<file path="src/rtl/uart_tx_scheduler.sv">
// Round-robin scheduler sharing one UART byte framer among N_REQ producers.
// Generates the baud tick, sequences start/finish and aborts a stuck framer.
module uart_tx_scheduler #(
    parameter int N_REQ     = 4,
    parameter int ID_W      = 2,
    parameter int CLK_DIV   = 5208,
    parameter int GAP_TICKS = 1,
    parameter int TMO_TICKS = 16
) (
    input  logic               clk,
    input  logic               rst_n,
    input  logic [N_REQ-1:0]   req,
    input  logic [8*N_REQ-1:0] data,
    output logic [N_REQ-1:0]   ack,
    output logic [N_REQ-1:0]   done,
    output logic               err,
    output logic               busy,
    output logic [ID_W-1:0]    grant_id,
    output logic               snd_enable,
    output logic               snd_start,
    output logic [7:0]         snd_data,
    input  logic               snd_finish
);

    localparam int CNT_W = $clog2(CLK_DIV);
    localparam int TMAX  = (TMO_TICKS > GAP_TICKS) ? TMO_TICKS : GAP_TICKS;
    localparam int TW    = (TMAX < 1) ? 1 : $clog2(TMAX + 1);

    typedef enum logic [2:0] {
        IDLE,
        LAUNCH,
        ARMED,
        WAIT_DONE,
        GAP
    } state_t;

    state_t state;
    state_t nextState;

    logic [CNT_W-1:0] cnt;
    logic [TW-1:0]    tickCnt;
    logic [ID_W-1:0]  last;
    logic [ID_W-1:0]  pick;
    logic [ID_W-1:0]  cand;
    logic             pickValid;
    logic             capture;
    logic             finishOk;
    logic             timeout;
    logic             tmoHit;
    logic [7:0]       dataArr [N_REQ];

    always_comb begin
        for (int i = 0; i < N_REQ; i++) begin
            dataArr[i] = data[8*i +: 8];
        end
    end

    // Walk from lowest to highest priority so the last hit wins.
    always_comb begin
        pick      = '0;
        cand      = '0;
        pickValid = 1'b0;
        for (int k = N_REQ; k >= 1; k--) begin
            cand = ID_W'((int'(last) + k) % N_REQ);
            if (req[cand]) begin
                pick      = cand;
                pickValid = 1'b1;
            end
        end
    end

    assign tmoHit = snd_enable && (int'(tickCnt) == TMO_TICKS - 1);
    assign busy   = (state != IDLE);

    always_comb begin
        nextState = state;
        capture   = 1'b0;
        finishOk  = 1'b0;
        timeout   = 1'b0;
        unique case (state)
            IDLE: begin
                if (pickValid) begin
                    nextState = LAUNCH;
                    capture   = 1'b1;
                end
            end
            LAUNCH: begin
                if (snd_enable) nextState = ARMED;
            end
            ARMED: begin
                if (!snd_finish) begin
                    nextState = WAIT_DONE;
                end else if (tmoHit) begin
                    nextState = GAP;
                    timeout   = 1'b1;
                end
            end
            WAIT_DONE: begin
                if (snd_finish) begin
                    nextState = GAP;
                    finishOk  = 1'b1;
                end else if (tmoHit) begin
                    nextState = GAP;
                    timeout   = 1'b1;
                end
            end
            GAP: begin
                if (GAP_TICKS == 0) begin
                    nextState = IDLE;
                end else if (snd_enable &&
                             int'(tickCnt) == GAP_TICKS - 1) begin
                    nextState = IDLE;
                end
            end
            default: nextState = IDLE;
        endcase
    end

    always_ff @(posedge clk or negedge rst_n) begin
        if (!rst_n) state <= IDLE;
        else        state <= nextState;
    end

    always_ff @(posedge clk or negedge rst_n) begin
        if (!rst_n) begin
            cnt        <= '0;
            snd_enable <= 1'b0;
        end else begin
            cnt        <= (cnt == CNT_W'(CLK_DIV - 1)) ? '0 : cnt + 1'b1;
            snd_enable <= (cnt == CNT_W'(CLK_DIV - 2));
        end
    end

    // One counter serves both the watchdog and the inter-frame gap.
    always_ff @(posedge clk or negedge rst_n) begin
        if (!rst_n) begin
            tickCnt <= '0;
        end else if (nextState != state &&
                     (nextState == ARMED || nextState == GAP)) begin
            tickCnt <= '0;
        end else if (snd_enable && tickCnt != '1 &&
                     (state == ARMED || state == WAIT_DONE ||
                      state == GAP)) begin
            tickCnt <= tickCnt + 1'b1;
        end
    end

    always_ff @(posedge clk or negedge rst_n) begin
        if (!rst_n) begin
            ack       <= '0;
            done      <= '0;
            err       <= 1'b0;
            grant_id  <= '0;
            snd_start <= 1'b0;
            snd_data  <= '0;
            last      <= ID_W'(N_REQ - 1);
        end else begin
            ack  <= '0;
            done <= '0;
            err  <= 1'b0;
            if (capture) begin
                snd_data   <= dataArr[pick];
                grant_id   <= pick;
                last       <= pick;
                ack[pick]  <= 1'b1;
                snd_start  <= 1'b1;
            end
            if (state == ARMED && !snd_finish) begin
                snd_start <= 1'b0;
            end
            if (timeout) begin
                snd_start <= 1'b0;
                err       <= 1'b1;
            end
            if (finishOk) begin
                done[grant_id] <= 1'b1;
            end
        end
    end

endmodule

</file>
<file path="config.mk">
export PLATFORM = sky130hd
export DESIGN_NAME = uart_tx_scheduler
export DESIGN_NICKNAME = d
export VERILOG_FILES = /design/src/rtl/uart_tx_scheduler.sv
export SDC_FILE = /design/constraint.sdc
export NUM_CORES = 1
export LEC_CHECK = 0
export CAP_MARGIN = 20
export CORE_ASPECT_RATIO = 1.4
export CORE_MARGIN = 1.5
export CORE_UTILIZATION = 55
export CTS_BUF_LIST = sky130_fd_sc_hd__clkbuf_4 sky130_fd_sc_hd__clkbuf_8
export CTS_CLUSTER_DIAMETER = 40
export DETAILED_ROUTE_END_ITERATION = 10
export PLACE_DENSITY_LB_ADDON = 0.08
export SYNTH_ARGS = -nofsm -noshare
export SYNTH_HDL_FRONTEND = slang
export SYNTH_SLANG_ARGS = --single-unit
</file>
<file path="constraint.sdc">
create_clock -name clk -period 3 [get_ports clk]
set_input_delay 0.9 -clock clk [delete_from_list [all_inputs] [get_ports clk]]
set_output_delay 0.9 -clock clk [all_outputs]
set_load 0.02 [all_outputs]
</file>
==> results of run 1 <==
==> cells in the mapped netlist (3+ instances only) <==
cell type | instances | area share, %
a21oi_1 | 6 | 1.2
dfrtp_1 | 42 | 43
nor2b_1 | 6 | 1.6
o31a_1 | 8 | 2.9
xor2_1 | 7 | 2.5
mux2i_1 | 9 | 3.7
nand2b_1 | 4 | 1.0
inv_1 | 8 | 1.2
xnor2_1 | 6 | 2.2
nor2_1 | 23 | 3.6
nor4b_1 | 3 | 1.1
and3_1 | 6 | 1.6
nand2_1 | 20 | 3.1
and4_1 | 8 | 2.9
o211ai_2 | 7 | 3.6
nand3_1 | 7 | 1.4
clkbuf_1 | 3 | 0.47
ha_1 | 6 | 3.1
o21ai_0 | 11 | 2.3
and2_1 | 3 | 0.78
buf_6 | 3 | 1.4
==> registers in the layout, indices dropped and copies added (netlist names) <==
signal	flops
snd_enable	1
last	2
state	3
err	1
cnt	13
snd_start	1
tickCnt	5
grant_id	2
snd_data	8
ack	4
done	4
==> per-layer routing <==
metal	global-route usage [%]	routed length, um
met1	26.4	2070
met2	40.6	2580
met3	5.83	230
met4	7.05	46
met5	0	0
==> area by class of cell <==
| cell class | instances | area [sq um] |
|---|---|---|
| Timing Repair Buffer | 64 | 626 |
| Multi-Input combinational cell | 174 | 1230 |
| Inverter | 8 | 30.0 |
| Clock inverter | 2 | 38.8 |
| Fill cell | 309 | 1050 |
| Tap cell | 60 | 75.1 |
| Sequential cell | 44 | 1100 |
| Clock buffer | 6 | 82.6 |
==> per-stage QoR <==
stage,setup slack (ps),util (%)
6_report,328,75.1
5_1_grt,228,75.1
4_1_cts,312,75.1
3_5_place_dp,103,72.3
3_3_place_gp,97.1,72.3
2_1_floorplan,937,-
==> worst max path at each step <==
stage | start | endpoint | slack [ps] | cells after the start
floorplan | req[3] | snd_data[3] | 940 | 6
global placement | req[1] | snd_data[0] | 100 | 7
detailed placement | req[1] | snd_data[0] | 100 | 7
CTS | state[0] | busy | 310 | 2
global route | req[1] | snd_data[0] | 230 | 7
finish | state[0] | busy | 330 | 2
==> cell families (layout without fill, tap and decap cells) <==
kind of cell | after synthesis | count (layout) | share of synthesized area (%)
muxes | 11 | 11 | 4.66
adders and majority gates | 8 | 8 | 3.93
AOI/OAI and AO/OA | 47 | 47 | 15.3
DFF | 44 | 44 | 45.6
xor gates and xnor gates | 13 | 13 | 4.71
and+or+nand+nor | 95 | 95 | 22.3
buffers and inverters | 16 | 80 | 3.52
==> power by group through the flow <==
stage               Sequential (uW)  Combinational, uW  Clock [uW]
finish                          691                400         478
global route                    696                434         516
CTS                             689                404         484
detailed placement              699                403           0
global placement                701                393           0
floorplan                       743                173           0
==> worst max-delay path, delay by kind of cell (launching register included) <==
family	cells	cell delay (ps)
simple gates	1	430
buf+inv	1	540
flops	1	510
==> results.sh, run 1 <==
export IMPL_status="completed"
export IMPL_path_max_fanout=11
export IMPL_fin_crit_sh_pct=89.1
export IMPL_reg2regPathDepth=6
export IMPL_rsz0062_at_grt="false"
export IMPL_syn_avg_cell_area_sq_um=10.3
export IMPL_synthesis_area_sq_mm=0.00242
export IMPL_gr_total_overflow=0
export IMPL_hp_class="in2async"
export IMPL_place_gp_congestion=0.813
export IMPL_clockBufferDepth=2
export IMPL_critPathKind="reg2out"
export IMPL_pin_count=61
export IMPL_irDropWorstVdd_mv=0.340
export IMPL_crit_arrival_ps=1770
export IMPL_setup_violations=0
export IMPL_path_cells="or3_4, clkdlybuf4s50_1"
export IMPL_avgViaCountPerCell=5.42
export IMPL_cp_end_kind="output port"
export IMPL_worstPathRequired_ps=2100
export IMPL_slowest_stage="clkdlybuf4s50_1"
export IMPL_synth_edf_count=0
export IMPL_grt_start_max_net_pins=30
export IMPL_synthesis_nets=279
export IMPL_tritoncts="yes"
export IMPL_n_antenna_cell=0
export IMPL_start_kind="register"
export IMPL_grt_pass1_vias=1923
export IMPL_fin_setup_tns_ps=0
export IMPL_max_cap_violations=0
export IMPL_postCtsSetupRepairBufs=0
export IMPL_synth_main_ff_cell="dfrtp_1"
export IMPL_p_leak_uw=0.00140
export IMPL_htreeDepth=2
export IMPL_clkLatencyLatePin_ps=290
export IMPL_instances_no_fill=358
export IMPL_cts_clk_slew_worst_paths_ps=90
export IMPL_p_sw_share_pct=28.3
export IMPL_layout_drive_gt1_share_pct=10.7
export IMPL_coreArea_sq_mm=0.00424
export IMPL_power_density_mw_per_mm2=493
export IMPL_root_buffer="clkbuf_8"
export IMPL_r2r_end="snd_data[0]"
export IMPL_p_seq_share_pct=44.0
export IMPL_cts_made_buffers=5
export IMPL_power_uw=1570
export IMPL_r2r_slack_ps=950
export IMPL_period_needed_ps=2670
export IMPL_power_frac_comb_pct=25.5
export IMPL_antenna_found_initial=0
export IMPL_fin_skew_ps=8.30
export IMPL_initial_core_util_pct=57.1
export IMPL_grt_pass1_wl_mm=8.29
export IMPL_clkPwrFrac_pct=30.5
export IMPL_r2r_start="state[0]"
export IMPL_yosysWarnings=0
export IMPL_yosysSeqAreaShare_pct=45.6
export IMPL_rows=28
export IMPL_cts_sinks=44
export IMPL_fmax_mhz=374
export IMPL_dpl_instance_area_sq_mm=0.00306
export IMPL_drt_pre_antenna_iters=4
export IMPL_internal_power_uw=1130
export IMPL_ys_ff_latch=44
export IMPL_final_cell_mix="clkdlybuf4s50_1 (59), dfrtp_1 (42), nor2_1 (23)"
export IMPL_syn_to_final_growth_pct=31.7
export IMPL_placed_cells=350
export IMPL_cts_hold_buf=0
export IMPL_ys_types=50
export IMPL_dieWidth_um=59.0
export IMPL_gr_usage_all_layers_pct=22.7
export IMPL_layout_nets=342
export IMPL_drtIter0Drc=66
export IMPL_design_area_sq_mm=0.00319
export IMPL_dieArea_sq_mm=0.00481
export IMPL_tightest_slew_ps=614
export IMPL_wl_per_cell_um=13.8
export IMPL_p_switching_uw=443
export IMPL_drc=0
export IMPL_whs_ps=489
export IMPL_syn_inst=234
export IMPL_layout_commonest_cell="clkdlybuf4s50_1"
export IMPL_async_reset_ff_share_pct=100
export IMPL_die_y_um=81.5
export IMPL_vias=1939
export IMPL_antenna_left=0
export IMPL_timing_final_max_slew_violations=0
export IMPL_hpwl_mm=3.83
export IMPL_finalHoldViolations=0
export IMPL_ctsResizeCount=0
export IMPL_max_slew_margin_rel_pct=59.1
export IMPL_wl_mm=4.93
export IMPL_max_stage_delay_ps=540
export IMPL_io_buffers=60
(Power assumes the default switching activity.)
==> inputs of run 2 (changes only) <==
- CORE_MARGIN: 1.5 -> 2
==> results.sh, run 2 (same netlist as run 1, synthesis figures left out) <==
export IMPL_fmax_mhz=381
export IMPL_final_cell_mix="clkdlybuf4s50_1 (59), dfrtp_1 (42), nor2_1 (23)"
export IMPL_io_buffers=60
export IMPL_gr_usage_all_layers_pct=23.4
export IMPL_drc=0
export IMPL_postCtsSetupRepairBufs=0
export IMPL_postLayoutCoreUtil_pct=75.0
export IMPL_antenna_left=0
export IMPL_hp_class="reg2reg"
export IMPL_fin_crit_sh_pct=87.5
export IMPL_start_kind="register"
export IMPL_p_switching_uw=435
export IMPL_rsz0062_at_grt="false"
export IMPL_power_frac_comb_pct=27.1
export IMPL_dieArea_sq_mm=0.00495
export IMPL_status="completed"
export IMPL_layout_commonest_cell="clkdlybuf4s50_1"
export IMPL_gr_total_overflow=0
export IMPL_cts_clk_slew_worst_paths_ps=70
export IMPL_vias=1937
export IMPL_worstPathRequired_ps=2100
export IMPL_fin_skew_ps=6.39
export IMPL_power_uw=1550
export IMPL_gr_usage_met2_pct=41.0
export IMPL_root_buffer="clkbuf_8"
export IMPL_period_needed_ps=2630
export IMPL_n_antenna_cell=0
export IMPL_gr_usage_met1_pct=28.3
export IMPL_timing_final_max_slew_violations=0
export IMPL_top_regs="cnt (13), snd_data (8), tickCnt (5)"
export IMPL_htreeDepth=2
export IMPL_cts_hold_buf=0
export IMPL_p_leak_uw=0.00140
export IMPL_max_slew_margin_rel_pct=37.6
export IMPL_power_density_mw_per_mm2=488
export IMPL_wl_mm=5.24
export IMPL_internal_power_uw=1110
export IMPL_r2r_slack_ps=990
export IMPL_dieWidth_um=60.0
export IMPL_cts_made_buffers=5
export IMPL_pin_count=61
export IMPL_p_sw_share_pct=28.0
export IMPL_path_max_fanout=9
export IMPL_regMostFlops="cnt"
export IMPL_dpl_instance_area_sq_mm=0.00307
export IMPL_setup_violations=0
export IMPL_drt_pre_antenna_iters=4
export IMPL_drtIter0Drc=81
export IMPL_instances_no_fill=358
export IMPL_use_met3_pct=5.45
export IMPL_ctsResizeCount=0
export IMPL_max_cap_violations=0
export IMPL_tightest_slew_ps=936
export IMPL_clockBufferDepth=2
export IMPL_grt_pass1_vias=1931
export IMPL_layout_drive_gt1_share_pct=10.7
export IMPL_die_y_um=82.5
export IMPL_grt_busiest_layer="met2"
export IMPL_clkPwrFrac_pct=28.2
export IMPL_design_area_sq_mm=0.00318
export IMPL_coreArea_sq_mm=0.00424
export IMPL_cp_end_kind="output port"
export IMPL_antenna_found_initial=0
export IMPL_layout_nets=343
export IMPL_p_seq_share_pct=44.8
export IMPL_syn_to_final_growth_pct=31.4
export IMPL_fin_setup_tns_ps=0
export IMPL_irDropWorstVdd_mv=0.333
export IMPL_grt_start_max_net_pins=45
export IMPL_initial_core_util_pct=57.1
export IMPL_rows=28
export IMPL_largest_reg_flops=13
export IMPL_finalHoldViolations=0
export IMPL_tritoncts="yes"
export IMPL_grt_pass1_wl_mm=8.68
export IMPL_wl_per_cell_um=14.6
export IMPL_crit_arrival_ps=1730
export IMPL_cts_sinks=44
export IMPL_critPathKind="reg2out"
export IMPL_hpwl_mm=4.03
export IMPL_clkLatencyLatePin_ps=290
export IMPL_place_gp_congestion=0.798
export IMPL_placed_cells=351
export IMPL_avgViaCountPerCell=5.41
run 2: cell count changes in the layout (fill, tap and decap cells not counted):
cell      delta
clkbuf_8     -1
clkinv_4     -1
clkbuf_4     +1
buf_4        +1
run 2: layout make-up:
type	instances	area [sq um]
multi-input cells	174	1230
flip-flops and latches	44	1100
fillers	312	1060
repair buffers	65	633
clock buffers	6	76.3
well taps	60	75.1
clock inverters	1	30.0
inverters	8	30.0
run 2: critical path, cell delays in order (launching register included):
cell and delay, ps:
dfrtp_1 490, or3_4 410, clkdlybuf4s50_1 540
run 2: power by group through the flow:
stage | combinational [uW] | sequential (uW) | clock (uW)
after floorplan | 173 | 743 | 0
after global placement | 415 | 702 | 0
after detailed placement | 420 | 703 | 0
after CTS | 421 | 694 | 448
after global routing | 450 | 702 | 478
final | 419 | 694 | 437
run 2: path summary, 6_finish.rpt:
check	from	depth (start not counted)	endpoint
worst max-delay path	state[2]	2	busy
worst min-delay path	cnt[7]	1	cnt[7]
worst max register to register	tickCnt[0]	9	tickCnt[4]
worst min register to register	cnt[7]	1	cnt[7]
max in group asynchronous	rst_n	1	snd_data[3]
min in group asynchronous	rst_n	1	tickCnt[3]
run 2: layer usage:
layer	wire (um)	part of all wire, %	vias to the layer above
met3	229	4.4	8
met1	2130	41	906
met5	0	0	-
met4	68	1.3	0
met2	2810	54	54
li1	-	-	969
run 2: metrics by stage:
step / hold slack (ps) / setup slack (ps)
after floorplan: 447 / 937
after global routing: 543 / 311
after global placement: 471 / 318
after detailed placement: 493 / 215
after CTS: 507 / 361
final: 508 / 374
==> inputs of run 3 (changes only) <==
- CORE_UTILIZATION: 55 -> 51
- clock period: 3 -> 2.88 ns (I/O delays scaled with it)
==> results.sh, run 3 (same netlist as run 1, synthesis figures left out) <==
export IMPL_status="completed"
export IMPL_drtIter0Drc=82
export IMPL_power_uw=1620
export IMPL_dieWidth_um=62.2
export IMPL_power_density_mw_per_mm2=502
export IMPL_r2r_start="state[1]"
export IMPL_htreeDepth=2
export IMPL_layout_commonest_cell="clkdlybuf4s50_1"
export IMPL_start_kind="register"
export IMPL_layout_nets=347
export IMPL_top_regs="cnt (13), snd_data (8), tickCnt (5)"
export IMPL_rsz0062_at_grt="false"
export IMPL_wl_mm=5.09
export IMPL_p_leak_uw=0.00142
export IMPL_power_frac_comb_pct=26.4
export IMPL_ctsResizeCount=0
export IMPL_vias=1986
export IMPL_clockBufferDepth=2
export IMPL_max_slew_margin_rel_pct=58.8
export IMPL_antenna_found_initial=0
export IMPL_largest_reg_flops=13
export IMPL_p_switching_uw=461
export IMPL_fin_crit_sh_pct=88.7
export IMPL_critPathKind="reg2out"
export IMPL_grt_start_max_net_pins=30
export IMPL_worstPathRequired_ps=2020
export IMPL_cts_sinks=44
export IMPL_r2r_end="snd_data[2]"
export IMPL_max_cap_violations=0
export IMPL_root_buffer="clkbuf_8"
export IMPL_gr_total_overflow=0
export IMPL_clkLatencyLatePin_ps=300
export IMPL_setup_ws_ps=325
export IMPL_pin_count=61
export IMPL_avgViaCountPerCell=5.44
export IMPL_irDropWorstVdd_mv=0.424
export IMPL_crit_arrival_ps=1690
export IMPL_hpwl_mm=3.99
export IMPL_dp_slack_ps=0.996
export IMPL_layout_drive_gt1_share_pct=12.2
export IMPL_io_buffers=60
export IMPL_path_max_fanout=11
export IMPL_min_path_cells=1
export IMPL_finalHoldViolations=0
export IMPL_drc=0
export IMPL_syn_to_final_growth_pct=33.1
export IMPL_r2r_slack_ps=850
export IMPL_coreArea_sq_mm=0.00454
export IMPL_grt_pass1_wl_mm=8.59
export IMPL_postCtsSetupRepairBufs=0
export IMPL_cts_clk_slew_worst_paths_ps=90
export IMPL_rows=29
export IMPL_cts_hold_buf=0
export IMPL_whs_ps=491
export IMPL_cp_end_kind="output port"
export IMPL_internal_power_uw=1160
export IMPL_grt_pass1_vias=1896
export IMPL_hold_end="cnt[0]"
export IMPL_gr_usage_all_layers_pct=20.1
export IMPL_antenna_left=0
export IMPL_n_antenna_cell=0
export IMPL_hold_path_startpoint="cnt[0]"
export IMPL_clkPwrFrac_pct=29.2
export IMPL_timing_final_max_slew_violations=0
export IMPL_reg2regPathDepth=6
export IMPL_tritoncts="yes"
export IMPL_setup_violations=0
export IMPL_fmax_mhz=391
export IMPL_period_needed_ps=2550
export IMPL_place_gp_congestion=0.811
export IMPL_final_cell_mix="clkdlybuf4s50_1 (59), dfrtp_1 (42), nor2_1 (23)"
export IMPL_cts_made_buffers=5
export IMPL_fin_skew_ps=8.50
export IMPL_initial_core_util_pct=53.3
export IMPL_wl_per_cell_um=14.0
export IMPL_tightest_slew_ps=618
export IMPL_p_sw_share_pct=28.5
export IMPL_die_y_um=85.5
export IMPL_p_seq_share_pct=44.4
export IMPL_dieArea_sq_mm=0.00532
export IMPL_regMostFlops="cnt"
export IMPL_drt_pre_antenna_iters=4
export IMPL_hp_class="reg2reg"
run 3: changes by cell type in the layout (fill, tap and decap cells not counted), sizes merged:
cell      change
buf           +4
clkbuf        -1
clkinvlp      +1
inv           +1
run 3: area by class of cell:
| cell class | count | area [sq um] |
|---|---|---|
| clock buffer | 5 | 68.8 |
| clock inverter | 3 | 46.3 |
| fill | 349 | 1320 |
| inverter | 8 | 30.0 |
| multi-input combinational | 174 | 1230 |
| sequential | 44 | 1100 |
| tap | 62 | 77.6 |
| timing repair buffer | 69 | 663 |
run 3: worst max-delay path by stage:
| stage | to | from | slack [ps] | cells past startpoint |
|---|---|---|---|---|
| floorplan | snd_data[3] | req[3] | 850 | 6 |
| global placement | snd_data[5] | req[1] | -6 | 7 |
| detailed placement | snd_data[2] | req[1] | 1 | 7 |
| CTS | busy | state[1] | 310 | 2 |
| global route | busy | state[1] | 260 | 2 |
| finish | busy | state[1] | 330 | 2 |
run 3: power by group through the flow:
stage | Clock (uW) | Sequential [uW] | Combinational (uW)
floorplan | 0 | 774 | 181
global placement | 0 | 731 | 417
global route | 513 | 729 | 458
detailed placement | 0 | 730 | 430
finish | 472 | 719 | 427
CTS | 485 | 720 | 430
run 3: metrics by stage:
stage	setup TNS, ps	utilization [%]	area [sq um]	cells
6_report	0	71.0	3220	365
5_1_grt	0	71.0	3220	365
4_1_cts	0	71.0	3220	365
3_5_place_dp	0	68.4	3100	357
3_3_place_gp	-6.39	68.4	3100	357
2_1_floorplan	0	-	2420	234
run 3: critical path, cell delays in order (launching register included):
cell and delay (ps):
dfrtp_1 490, or3_4 370, clkdlybuf4s50_1 540
run 3: per-layer routing:
metal	wire, um	up-vias	share of wire [%]	global-route usage (%)
met5	0	-	0	0
met3	234	5	4.6	3.45
li1	-	969	-	-
met4	48	0	0.94	5.86
met1	2130	955	42	25.5
met2	2680	57	53	35.4
